`config.mk`:
```
export PLATFORM = sky130hd
export DESIGN_NAME = uart_tx
export DESIGN_NICKNAME = d
export VERILOG_FILES = /design/src/rtl/uart_tx_pkg.sv /design/src/rtl/uart_tx.sv
export SDC_FILE = /design/constraint.sdc
export NUM_CORES = 1
export LEC_CHECK = 0
export ABC_CLOCK_PERIOD_IN_PS = 2600
export CORE_UTILIZATION = 23
export DETAILED_ROUTE_END_ITERATION = 8
export PLACE_DENSITY = 0.46
export REMOVE_ABC_BUFFERS = 1
export SETUP_SLACK_MARGIN = 0.2
export SLEW_MARGIN = 40
export SYNTH_ARGS = -nofsm -noshare
export SYNTH_HDL_FRONTEND = slang
export SYNTH_SLANG_ARGS = --single-unit
```
`constraint.sdc`:
```
create_clock -name clk -period 2.6 [get_ports clk]
set_input_delay 0.78 -clock clk [delete_from_list [all_inputs] [get_ports clk]]
set_output_delay 0.78 -clock clk [all_outputs]
set_load 0.02 [all_outputs]
```
`src/rtl/uart_tx_pkg.sv`:
```
// Shared definitions for the UART transmitter: state encoding and default frame constants.
package uart_tx_pkg;

   // 2-bit state encoding; the values are fixed so debug taps and matching receivers agree
   typedef enum logic [1:0] {
      S_IDLE  = 2'd0,
      S_START = 2'd1,
      S_DATA  = 2'd2,
      S_STOP  = 2'd3
   } state_e;

   localparam int DEF_DBIT    = 8;
   localparam int DEF_SB_TICK = 16;
   localparam int DEF_OVS     = 16;

   function automatic int max_i(input int a, input int b);
      return (a > b) ? a : b;
   endfunction

   // Counter width able to index 0..n-1; never zero so degenerate parameters still elaborate
   function automatic int width_for(input int n);
      return (n > 1) ? $clog2(n) : 1;
   endfunction

endpackage

```
`src/rtl/uart_tx.sv`:
```
// UART transmitter: start bit, DBIT data bits LSB first, stop bit, paced by an external
// oversample strobe. Line output is registered so it never glitches.
module uart_tx
   import uart_tx_pkg::*;
#(
   parameter int DBIT    = DEF_DBIT,
   parameter int SB_TICK = DEF_SB_TICK,
   parameter int OVS     = DEF_OVS
) (
   input  logic            clk,
   input  logic            reset,
   input  logic            s_tick,
   input  logic            tx_start,
   input  logic [DBIT-1:0] din,
   output logic            tx,
   output logic            tx_busy,
   output logic            tx_done_tick
);

   localparam int CNT_W = width_for(max_i(OVS, SB_TICK));
   localparam int IDX_W = width_for(DBIT);

   localparam logic [CNT_W-1:0] OVS_LAST = CNT_W'(OVS - 1);
   localparam logic [CNT_W-1:0] SB_LAST  = CNT_W'(SB_TICK - 1);
   localparam logic [IDX_W-1:0] IDX_LAST = IDX_W'(DBIT - 1);

   state_e            state_reg, state_next;
   logic [CNT_W-1:0]  cnt_reg,   cnt_next;
   logic [IDX_W-1:0]  idx_reg,   idx_next;
   logic [DBIT-1:0]   sh_reg,    sh_next;
   logic              tx_reg,    tx_next;
   logic              done_reg,  done_next;

   // State and datapath registers; reset parks the line high and drops any frame in flight
   always_ff @(posedge clk or negedge reset) begin
      if (!reset) begin
         state_reg <= S_IDLE;
         cnt_reg   <= '0;
         idx_reg   <= '0;
         sh_reg    <= '0;
         tx_reg    <= 1'b1;
         done_reg  <= 1'b0;
      end else begin
         state_reg <= state_next;
         cnt_reg   <= cnt_next;
         idx_reg   <= idx_next;
         sh_reg    <= sh_next;
         tx_reg    <= tx_next;
         done_reg  <= done_next;
      end
   end

   // Next-state logic; counters only move on s_tick, and each bit ends on its last tick
   always_comb begin
      state_next = state_reg;
      cnt_next   = cnt_reg;
      idx_next   = idx_reg;
      sh_next    = sh_reg;
      tx_next    = tx_reg;
      done_next  = 1'b0;
      case (state_reg)
         S_IDLE: begin
            tx_next = 1'b1;
            if (tx_start) begin
               sh_next    = din;
               cnt_next   = '0;
               state_next = S_START;
            end
         end
         S_START: begin
            tx_next = 1'b0;
            if (s_tick) begin
               if (cnt_reg == OVS_LAST) begin
                  cnt_next   = '0;
                  idx_next   = '0;
                  state_next = S_DATA;
               end else begin
                  cnt_next = cnt_reg + CNT_W'(1);
               end
            end
         end
         S_DATA: begin
            tx_next = sh_reg[0];
            if (s_tick) begin
               if (cnt_reg == OVS_LAST) begin
                  cnt_next = '0;
                  sh_next  = sh_reg >> 1;
                  if (idx_reg == IDX_LAST) begin
                     state_next = S_STOP;
                  end else begin
                     idx_next = idx_reg + IDX_W'(1);
                  end
               end else begin
                  cnt_next = cnt_reg + CNT_W'(1);
               end
            end
         end
         S_STOP: begin
            tx_next = 1'b1;
            if (s_tick) begin
               if (cnt_reg == SB_LAST) begin
                  cnt_next   = '0;
                  done_next  = 1'b1;
                  state_next = S_IDLE;
               end else begin
                  cnt_next = cnt_reg + CNT_W'(1);
               end
            end
         end
         default: begin
            state_next = S_IDLE;
            tx_next    = 1'b1;
         end
      endcase
   end

   assign tx           = tx_reg;
   assign tx_done_tick = done_reg;
   assign tx_busy      = (state_reg != S_IDLE);

endmodule

```
==> reports/results.md, run 1 <==
| Result | This run |
| --- | --- |
| Result of the run | finished, violations left |
| Violated checks | design-rule violations |
| Number of buffers inserted by post-CTS setup repair | 0 |
| Inserted Clock Buffers | 3 |
| Synthesis-to-finish area growth | 25.2% |
| Sequential group share of total power | 0.355 |
| Initial Utilization | 0.245 |
| Vias in the first global route | 856 |
| I/O pins | 15 |
| Transition time at the pin with the least slew margin | 0.388 ns |
| Type of the setup path with the least slack | reg -> out |
| TritonCTS clock tree | built |
| Number of detailed-routing iterations run before antenna repair | 8 |
| Largest incremental delay on the critical path | 0.42 ns |
| Number of input and output port buffers inserted | 14 |
| Max VDD drop | 256 uV |
| FF+latch count, synth | 19 |
| RSZ-0062 raised after global routing | false |
| Worst path arrival time | 1.37 ns |
| Largest fanout of any net on the critical path | 5 |
| Diode insertion count for antenna repair | 0 |
| Cell count after synthesis | 100 |
| Storage cell area | 477 um^2 |
| Number of flip-flops under the largest register name | 8 |
| Relative max-transition margin | 0.741 |
| Overflow left after global routing | 0 |
| DP HPWL | 1690 um |
| Number of clock sinks seen by CTS | 19 |
| Clock buffer depth | 2 |
| Post-layout util | 0.307 |
| Total net switching power | 0.000556 W |
| Wire length of the first global-routing pass | 3910 um |
| Number of distinct library cells after synthesis | 27 |
| Fraction of power spent switching nets | 0.363 |
| Die X-Extent | 71.1 um |
| Post-cts repair resize count | 1 |
| Initial antenna violation count | 0 |
| Worst Hold Slack | 0.504 ns |
| Levels on crit path | 4 |
| Area share of the leading cell type in the synthesized netlist | 0.410 |
| Mapped Area | 1100 um^2 |
| Total area of multi-input combinational cells | 577 um^2 |
| P_leak | 0.574 nW |
| Worst Hold Class | reg -> reg |
| Yosys warning count | 0 |
| Total power per unit cell area | 1120 nW/um^2 |
| Critical path cell sequence | inv_1 -> ha_1 -> inv_1 -> dlygate4sd2_1 |
| GP Congestion | 0.797 |
| Cell type with the highest aggregate area in the netlist | sky130_fd_sc_hd__dfrtp_1 |
| Mean Syn Cell Area | 11.0 um^2 |
| R2r worst-path depth | 7 |
| Fin nets | 141 |
| Number of antenna-violating nets in the routed design | 0 |
| Number of failing hold endpoints at the final stage | 0 |
| Average wire per cell in the routed design | 13.0 um |
| Max Cap Violations | 0 |
| Total setup violations reported at the end of the flow | 0 |
| Cell repeated most along the worst path | sky130_fd_sc_hd__inv_1 |
| Placeable core region | 4470 um^2 |
| Number of standard-cell rows in the floorplan | 24 |
| CP Launch Type | register |
| Die area | 5050 um^2 |
| Clock insertion delay at the later pin of the skew report | 0.25 ns |
| Level count of the clock H-tree | 1 |
| Number of slew-limit violations in the final report | 0 |
| Cell internal power dissipation | 0.000976 W |
| CTS root buf | sky130_fd_sc_hd__clkbuf_8 |
| Setup crit end kind | output pin |
| Combinational cell fraction of total power | 0.511 |
| Ratio of routed vias to standard cells | 4.66 |
| Number of vias after detailed routing | 801 |
| Final clock period utilization by the worst path | 0.827 |
| Fill cells | 448 |
| Maximum number of pins on one net before global-route repair | 14 |
| Overall track demand over capacity in global routing | 0.0997 |
| Highest-delay cell along the critical path | sky130_fd_sc_hd__dfrtp_1 |
| Required time at the worst-slack endpoint | 1.82 ns |
| Cts-stage hold buffer count | 0 |
| Buffers & Inverters on Critical Path | 3 |
| Violation count after the first detailed-route iteration | 53 |
| Top achievable clock speed | 465 MHz |
| Hold Path Depth | 1 |
| Relative contribution of the clock network to total power | 0.134 |
| Dominant cells by area after synthesis | sky130_fd_sc_hd__dfrtp_1 (41%), sky130_fd_sc_hd__mux2_2 (16%), sky130_fd_sc_hd__ha_1 (9.1%), sky130_fd_sc_hd__nor2b_1 (4.0%), sky130_fd_sc_hd__nand2_1 (3.4%) |
| DRC viols | 2 |
| Largest delay contributor family on the critical path | buffers and inverters |
| Total wire length | 2240 um |
| Sum of negative setup slack | 0 ns |
| Proportion of synthesized chip area in sequential cells | 0.434 |
| Worst setup skew after layout | 0.000850 ns |
| Vertical die dimension | 71.1 um |
| Fin crit period | 2.15 ns |
| Register clock-pin slew on the reported worst setup and hold paths | 0.07 ns |
| Layout cell share with drive strength beyond 1 | 0.233 |
[cells in the mapped netlist]
cell                        instances
sky130_fd_sc_hd__dfstp_2            1
sky130_fd_sc_hd__xor2_1             1
sky130_fd_sc_hd__a2111oi_4          1
sky130_fd_sc_hd__nor2b_1            7
sky130_fd_sc_hd__a2bb2oi_1          1
sky130_fd_sc_hd__a21oi_1            3
sky130_fd_sc_hd__o21ai_0            2
sky130_fd_sc_hd__or3b_2             1
sky130_fd_sc_hd__nor2_1             2
sky130_fd_sc_hd__a21boi_0           1
sky130_fd_sc_hd__inv_1              7
sky130_fd_sc_hd__o22ai_1            2
sky130_fd_sc_hd__mux2i_1            1
sky130_fd_sc_hd__o221ai_1           3
sky130_fd_sc_hd__a211oi_1           1
sky130_fd_sc_hd__mux2_2            16
sky130_fd_sc_hd__dfrtp_1           18
sky130_fd_sc_hd__clkbuf_1           2
sky130_fd_sc_hd__nand2_1           10
sky130_fd_sc_hd__o21bai_1           1
sky130_fd_sc_hd__o2bb2a_1           1
sky130_fd_sc_hd__buf_2              2
sky130_fd_sc_hd__nand3_1            5
sky130_fd_sc_hd__or3_1              1
sky130_fd_sc_hd__nand4_1            1
sky130_fd_sc_hd__a221o_1            1
sky130_fd_sc_hd__ha_1               8
[power groups by stage]
stage	clock network [W]	registers (W)	logic [W]
2_1_floorplan	0	0.000533	0.000582
6_report	0.000205	0.000544	0.000784
3_3_place_gp	0	0.000545	0.000772
3_5_place_dp	0	0.000547	0.000796
5_1_grt	0.000234	0.000568	0.000867
4_1_cts	0.000217	0.000544	0.000791
[final timing paths]
check                                  start      endpoint  slack (ns)
max in group asynchronous              reset     sh_reg[6]        1.31
worst min-delay path               sh_reg[7]     sh_reg[7]        0.50
min in group asynchronous              reset  tx_done_tick        0.79
worst max register to register  state_reg[1]     sh_reg[3]        0.58
worst min register to register     sh_reg[7]     sh_reg[7]        0.50
worst max-delay path            state_reg[1]       tx_busy        0.45
[metal layers]
layer,vias to the layer above,global-route usage,routed length [um]
li1,395,-,-
met3,2,0.0313,117
met5,-,0,0
met1,384,0.119,1060
met4,0,0.0289,14
met2,20,0.172,1040
[worst reg2reg max path, delay by kind of cell, from the launching register on]
family                     cells  cell delay [ns]
and+or+nand+nor                1             0.19
adders and majority gates      1             0.21
AOI/OAI and AO/OA              1             0.27
DFF                            1             0.42
muxes                          1             0.34
buffers and inverters          3             0.47
[cell type report]
cell class	count	share of cell area
clock buffers	4	0.0328
inverters	7	0.0191
multi-input cells	70	0.420
flip-flops and latches	19	0.347
well taps	52	0.0474
repair buffers	20	0.134
[layout by cell type, fill, tap and decap left out]
cell type	netlist	layout
sky130_fd_sc_hd__nor2_1	2	2
sky130_fd_sc_hd__a221o_1	1	1
sky130_fd_sc_hd__xor2_1	1	1
sky130_fd_sc_hd__a21boi_0	1	1
sky130_fd_sc_hd__buf_4	0	6
sky130_fd_sc_hd__ha_1	8	8
sky130_fd_sc_hd__clkdlybuf4s50_1	0	13
sky130_fd_sc_hd__clkbuf_1	2	1
sky130_fd_sc_hd__nand4_1	1	1
sky130_fd_sc_hd__o2bb2a_1	1	1
sky130_fd_sc_hd__nor2b_1	7	7
sky130_fd_sc_hd__mux2_2	16	16
sky130_fd_sc_hd__a2bb2oi_1	1	1
sky130_fd_sc_hd__o221ai_1	3	3
sky130_fd_sc_hd__dlygate4sd2_1	0	1
sky130_fd_sc_hd__nand3_1	5	5
sky130_fd_sc_hd__clkbuf_8	0	3
sky130_fd_sc_hd__mux2i_1	1	1
sky130_fd_sc_hd__o22ai_1	2	2
sky130_fd_sc_hd__or3_1	1	1
sky130_fd_sc_hd__inv_1	7	7
sky130_fd_sc_hd__dfrtp_1	18	18
sky130_fd_sc_hd__or3b_2	1	1
sky130_fd_sc_hd__a2111oi_4	1	1
sky130_fd_sc_hd__nand2_1	10	10
sky130_fd_sc_hd__dfstp_2	1	1
sky130_fd_sc_hd__a21oi_1	3	3
sky130_fd_sc_hd__o21bai_1	1	1
sky130_fd_sc_hd__a211oi_1	1	1
sky130_fd_sc_hd__o21ai_0	2	2
[cell families (layout without fill, tap and decap cells)]
logic type	count (synthesis)	in the layout	share of synthesized area
AND/OR/NAND/NOR	27	27	0.123
flip-flops	19	19	0.434
AO/OA/AOI/OAI	17	17	0.130
multiplexers	17	17	0.173
buffers and inverters	11	31	0.0399
adder cells (fa/ha/maj)	8	8	0.0912
XOR/XNOR	1	1	0.00798
[metrics by stage]
stage | total power, W | cells | setup WS (ns) | area, um^2
detailed placement | 0.00134 | 168 | 0.210 | 1330
global route | 0.00167 | 172 | 0.346 | 1370
finish | 0.00153 | 172 | 0.449 | 1370
CTS | 0.00155 | 172 | 0.431 | 1370
floorplan | 0.00111 | 96 | 0.553 | 1080
global placement | 0.00132 | 168 | 0.248 | 1330
Power figures use the tool's default switching activity.
==> run 2: changes to the inputs <==
--- a/config.mk
+++ b/config.mk
@@ -5,7 +5,7 @@
 export SDC_FILE = /design/constraint.sdc
 export NUM_CORES = 1
 export LEC_CHECK = 0
-export ABC_CLOCK_PERIOD_IN_PS = 2600
+export ABC_CLOCK_PERIOD_IN_PS = 2160
 export CORE_UTILIZATION = 23
 export DETAILED_ROUTE_END_ITERATION = 8
 export PLACE_DENSITY = 0.46
==> constraint.sdc (replaced) <==
create_clock -name clk -period 2.16 [get_ports clk]
set_input_delay 0.648 -clock clk [delete_from_list [all_inputs] [get_ports clk]]
set_output_delay 0.648 -clock clk [all_outputs]
set_load 0.02 [all_outputs]
==> reports/results.md, run 2 (same netlist as run 1, synthesis figures left out) <==
| Result | This run |
| --- | --- |
| Result of the run | finished, violations left |
| Violated checks | design-rule violations |
| Min-delay src | sh_reg[0] |
| Cts-stage hold buffer count | 0 |
| Level count of the clock H-tree | 1 |
| R2r worst-path depth | 5 |
| Final clock period utilization by the worst path | 0.888 |
| Number of antenna-violating nets in the routed design | 0 |
| Number of detailed-routing iterations run before antenna repair | 6 |
| Max Cap Violations | 0 |
| Wire length of the first global-routing pass | 3800 um |
| Setup WS post-layout | 0.242 ns |
| DRC viols | 4 |
| Relative max-transition margin | 0.720 |
| Clock buffer depth | 2 |
| Sum of negative setup slack | 0 ns |
| Number of slew-limit violations in the final report | 0 |
| Type of the setup path with the least slack | in -> reg |
| Top achievable clock speed | 521 MHz |
| P_leak | 0.603 nW |
| Number of flip-flops under the largest register name | 8 |
| Worst Hold Class | reg -> reg |
| Setup crit end kind | register |
| Required time at the worst-slack endpoint | 2.31 ns |
| Overflow left after global routing | 0 |
| Levels on crit path | 5 |
| Fin crit period | 1.92 ns |
| Synthesis-to-finish area growth | 31.7% |
| Hold Path Depth | 1 |
| I/O pins | 15 |
| Overall track demand over capacity in global routing | 0.0995 |
| Diode insertion count for antenna repair | 0 |
| Critical path cell sequence | clkdlybuf4s50_1 -> nor2b_1 -> a2111oi_4 -> buf_6 -> mux2_2 |
| Average wire per cell in the routed design | 12.5 um |
| Highest-delay cell along the critical path | sky130_fd_sc_hd__clkdlybuf4s50_1 |
| Largest delay contributor family on the critical path | buffers and inverters |
| Startpoint of the most critical setup path | s_tick |
| Number of failing hold endpoints at the final stage | 0 |
| Total setup violations reported at the end of the flow | 0 |
| Post-layout util | 0.323 |
| Most common cell after layout, fill and taps aside | sky130_fd_sc_hd__dfrtp_1 |
| RSZ-0062 raised after global routing | true |
| Initial antenna violation count | 0 |
| Total power per unit cell area | 1340 nW/um^2 |
| Transition time at the pin with the least slew margin | 0.419 ns |
| DP HPWL | 1720 um |
| CTS root buf | sky130_fd_sc_hd__clkbuf_8 |
| Violation count after the first detailed-route iteration | 40 |
| Largest incremental delay on the critical path | 0.49 ns |
| Register clock-pin slew on the reported worst setup and hold paths | 0.07 ns |
| Storage cell area | 477 um^2 |
| Maximum number of pins on one net before global-route repair | 13 |
| Number of standard-cell rows in the floorplan | 24 |
| TritonCTS clock tree | built |
| Worst setup skew after layout | 0.00394 ns |
| Worst path arrival time | 2.06 ns |
| Number of input and output port buffers inserted | 14 |
| GP Congestion | 0.722 |
| Die X-Extent | 71.1 um |
| Fin nets | 147 |
| Placeable core region | 4470 um^2 |
| Total wire length | 2220 um |
| Die area | 5050 um^2 |
| Fill cells | 470 |
| Number of clock sinks seen by CTS | 19 |
| Leading cell types in the layout, fill and taps excluded | sky130_fd_sc_hd__dfrtp_1 (18), sky130_fd_sc_hd__mux2_2 (16), sky130_fd_sc_hd__clkdlybuf4s50_1 (12), sky130_fd_sc_hd__buf_4 (11), sky130_fd_sc_hd__nand2_1 (10) |
| Number of vias after detailed routing | 828 |
| Worst setup timing slack at the placement stage | -0.0628 ns |
| Initial Utilization | 0.245 |
| Inserted Clock Buffers | 3 |
| Ratio of routed vias to standard cells | 4.65 |
| Vertical die dimension | 71.1 um |
| Vias in the first global route | 811 |
| Worst Hold Slack | 0.512 ns |
| Max VDD drop | 397 uV |
| Total area of multi-input combinational cells | 601 um^2 |
| Reg-to-reg critical path startpoint | state_reg[1] |
| Largest fanout of any net on the critical path | 8 |
| Layout cell share with drive strength beyond 1 | 0.341 |
| Buffers & Inverters on Critical Path | 2 |
| Clock insertion delay at the later pin of the skew report | 0.26 ns |
| CP Launch Type | input port |
## run 2: changes by cell type in the layout (fill, tap and decap cells not counted), sizes merged
cell | previous run | this run
clkinvlp | 0 | 1
clkbuf | 4 | 3
buf | 6 | 13
clkdlybuf4s50 | 13 | 12
## run 2: final timing paths
path	slack, ns	endpoint
worst max-delay path	0.24	sh_reg[1]
worst min-delay path	0.51	sh_reg[0]
worst max register to register	0.27	state_reg[1]
worst min register to register	0.51	sh_reg[0]
max in group asynchronous	0.95	cnt_reg[2]
min in group asynchronous	0.69	sh_reg[0]
## run 2: metal layers
metal | global-route usage | vias up | routed length (um)
li1 | - | 406 | -
met1 | 0.124 | 400 | 997
met2 | 0.161 | 17 | 1080
met3 | 0.0342 | 5 | 116
met4 | 0.0333 | 0 | 34
met5 | 0 | - | 0
## run 2: metrics by stage
| step | power (W) | std cells | cell area, um^2 |
|---|---|---|---|
| after global routing | 0.00212 | 178 | 1450 |
| after global placement | 0.00160 | 172 | 1360 |
| after detailed placement | 0.00164 | 172 | 1360 |
| after floorplan | 0.00134 | 96 | 1080 |
| final | 0.00194 | 178 | 1450 |
| after CTS | 0.00193 | 178 | 1430 |
## run 2: cell type report
cell class,count,share of cell area
flip-flops and latches,19,0.330
clock buffers,3,0.0286
well taps,52,0.0450
repair buffers,26,0.158
inverters,7,0.0182
multi-input cells,70,0.416
clock inverters,1,0.00519
## run 2: what timing repair did
item / 4_1_cts / 5_1_grt
pin swaps: 0 / 0
gates resized for setup: 5 / 8
buffers inserted: 2 / 0
endpoints found under the setup margin: 10 / 13
## run 2: report_power, final
part | internal [W] | switching (W) | leakage (nW)
clock | 0.000130 | 0.000121 | 0.0217
sequential | 0.000534 | 0.000115 | 0.236
combinational | 0.000581 | 0.000461 | 0.345
==> run 3: changes to the inputs <==
==> constraint.sdc (replaced) <==
create_clock -name clk -period 2.16 [get_ports clk]
set_input_delay 0.216 -clock clk [delete_from_list [all_inputs] [get_ports clk]]
set_output_delay 0.216 -clock clk [all_outputs]
set_load 0.02 [all_outputs]
==> reports/results.md, run 3 (same netlist as run 1, synthesis figures left out) <==
| Result | This run |
| --- | --- |
| Number of antenna-violating nets in the routed design | 0 |
| Fill cells | 446 |
| Transition time at the pin with the least slew margin | 0.391 ns |
| Cell internal power dissipation | 0.00123 W |
| Diode insertion count for antenna repair | 0 |
| Reg-to-reg critical path startpoint | state_reg[0] |
| Inserted Clock Buffers | 3 |
| Initial Utilization | 0.245 |
| Number of input and output port buffers inserted | 14 |
| Synthesis-to-finish area growth | 28.5% |
| Cts-stage hold buffer count | 0 |
| Total wire length | 2310 um |
| Relative max-transition margin | 0.738 |
| Relative contribution of the clock network to total power | 0.133 |
| Layout cell share with drive strength beyond 1 | 0.273 |
| Largest fanout of any net on the critical path | 4 |
| Average wire per cell in the routed design | 13.3 um |
| Vias in the first global route | 788 |
| Final clock period utilization by the worst path | 0.869 |
| CTS root buf | sky130_fd_sc_hd__clkbuf_8 |
| Overflow left after global routing | 0 |
| Vertical die dimension | 71.1 um |
| Clock insertion delay at the later pin of the skew report | 0.26 ns |
| Worst Hold Class | in -> async |
| Result of the run | finished, violations left |
| Die X-Extent | 71.1 um |
| Worst path arrival time | 2.03 ns |
| Most common cell after layout, fill and taps aside | sky130_fd_sc_hd__dfrtp_1 |
| Die area | 5050 um^2 |
| Fraction of power spent switching nets | 0.369 |
| Total net switching power | 0.000717 W |
| TritonCTS clock tree | built |
| Max VDD drop | 450 uV |
| DP HPWL | 1650 um |
| Storage cell area | 477 um^2 |
| Total setup violations reported at the end of the flow | 0 |
| Top achievable clock speed | 533 MHz |
| Number of slew-limit violations in the final report | 0 |
| Clock buffer depth | 2 |
| Number of detailed-routing iterations run before antenna repair | 6 |
| Max Cap Violations | 0 |
| R2r worst-path depth | 5 |
| Number of vias after detailed routing | 793 |
| Worst reg-to-reg setup slack | 0.28 ns |
| Ratio of routed vias to standard cells | 4.58 |
| Fin nets | 142 |
| Combinational cell fraction of total power | 0.530 |
| Maximum number of pins on one net before global-route repair | 17 |
| Sequential group share of total power | 0.338 |
| Overall track demand over capacity in global routing | 0.0944 |
| Register clock-pin slew on the reported worst setup and hold paths | 0.08 ns |
| RSZ-0062 raised after global routing | false |
| CP Launch Type | register |
| Wire length of the first global-routing pass | 3680 um |
| Fin crit period | 1.88 ns |
| Number of flip-flops under the largest register name | 8 |
| DRC viols | 4 |
| Number of clock sinks seen by CTS | 19 |
| Post-layout util | 0.315 |
| Total area of multi-input combinational cells | 594 um^2 |
| Placeable core region | 4470 um^2 |
| Endpoint of the worst-slack reg-to-reg timing path | state_reg[1] |
| P_leak | 0.582 nW |
| Violated checks | design-rule violations |
| I/O pins | 15 |
| Violation count after the first detailed-route iteration | 57 |
| Type of the setup path with the least slack | reg -> reg |
| Total power of the final layout | 0.00194 W |
| Initial antenna violation count | 0 |
| Level count of the clock H-tree | 1 |
| Number of failing hold endpoints at the final stage | 0 |
| Leading cell types in the layout, fill and taps excluded | sky130_fd_sc_hd__dfrtp_1 (18), sky130_fd_sc_hd__mux2_2 (16), sky130_fd_sc_hd__clkdlybuf4s50_1 (13), sky130_fd_sc_hd__nand2_1 (10) |
| Required time at the worst-slack endpoint | 2.31 ns |
| Sum of negative setup slack | 0 ns |
| Total power per unit cell area | 1380 nW/um^2 |
| Worst setup skew after layout | 0.00566 ns |
| Number of standard-cell rows in the floorplan | 24 |
| GP Congestion | 0.795 |
| Setup crit end kind | register |
-- run 3: layout make-up --
cell class | count | share of cell area
multi-input cells | 70 | 0.421
flip-flops and latches | 19 | 0.338
repair buffers | 21 | 0.141
well taps | 52 | 0.0461
clock buffers | 3 | 0.0293
inverters | 7 | 0.0186
clock inverters | 1 | 0.00532
-- run 3: power by group through the flow --
stage               sequential, W  combinational, W  clock (W)
CTS                      0.000652          0.000955   0.000272
global placement         0.000652          0.000921          0
floorplan                0.000641          0.000701          0
detailed placement       0.000657          0.000946          0
finish                   0.000656           0.00103   0.000258
global route             0.000676           0.00114   0.000289
-- run 3: how the worst max path moves through the flow --
stage	startpoint	to	cells after the start
final	state_reg[0]	state_reg[1]	5
after global routing	cnt_reg[0]	sh_reg[2]	5
after CTS	state_reg[0]	tx_busy	4
after detailed placement	state_reg[0]	sh_reg[6]	6
after global placement	state_reg[0]	sh_reg[6]	6
after floorplan	state_reg[0]	sh_reg[0]	5
-- run 3: critical path, stage by stage, from the launching register on --
cell and delay, ns:
sky130_fd_sc_hd__dfrtp_1 0.41, sky130_fd_sc_hd__inv_2 0.09, sky130_fd_sc_hd__ha_1 0.22, sky130_fd_sc_hd__or3_1 0.40
sky130_fd_sc_hd__a221o_1 0.37, sky130_fd_sc_hd__mux2_2 0.28
-- run 3: timing repair --
action | 4_1_cts | 5_1_grt
endpoints found under the setup margin | 10 | 10
gates resized for setup | 1 | 5
setup buffers | 0 | 2
-- run 3: per-layer routing --
layer / GRT usage / up-vias / routed length (um)
li1: - / 398 / -
met1: 0.118 / 370 / 1050
met2: 0.147 / 21 / 1100
met3: 0.0385 / 4 / 120
met4: 0.0333 / 0 / 34
met5: 0 / - / 0
-- run 3: metrics by stage --
step / area, um^2 / instances / hold slack, ns / setup WS [ns]
floorplan: 1080 / 96 / -0.0796 / 0.113
global placement: 1320 / 167 / 0.485 / 0.223
detailed placement: 1320 / 167 / 0.493 / 0.183
CTS: 1370 / 171 / 0.248 / 0.222
global route: 1410 / 173 / 0.248 / 0.220
finish: 1410 / 173 / 0.240 / 0.284
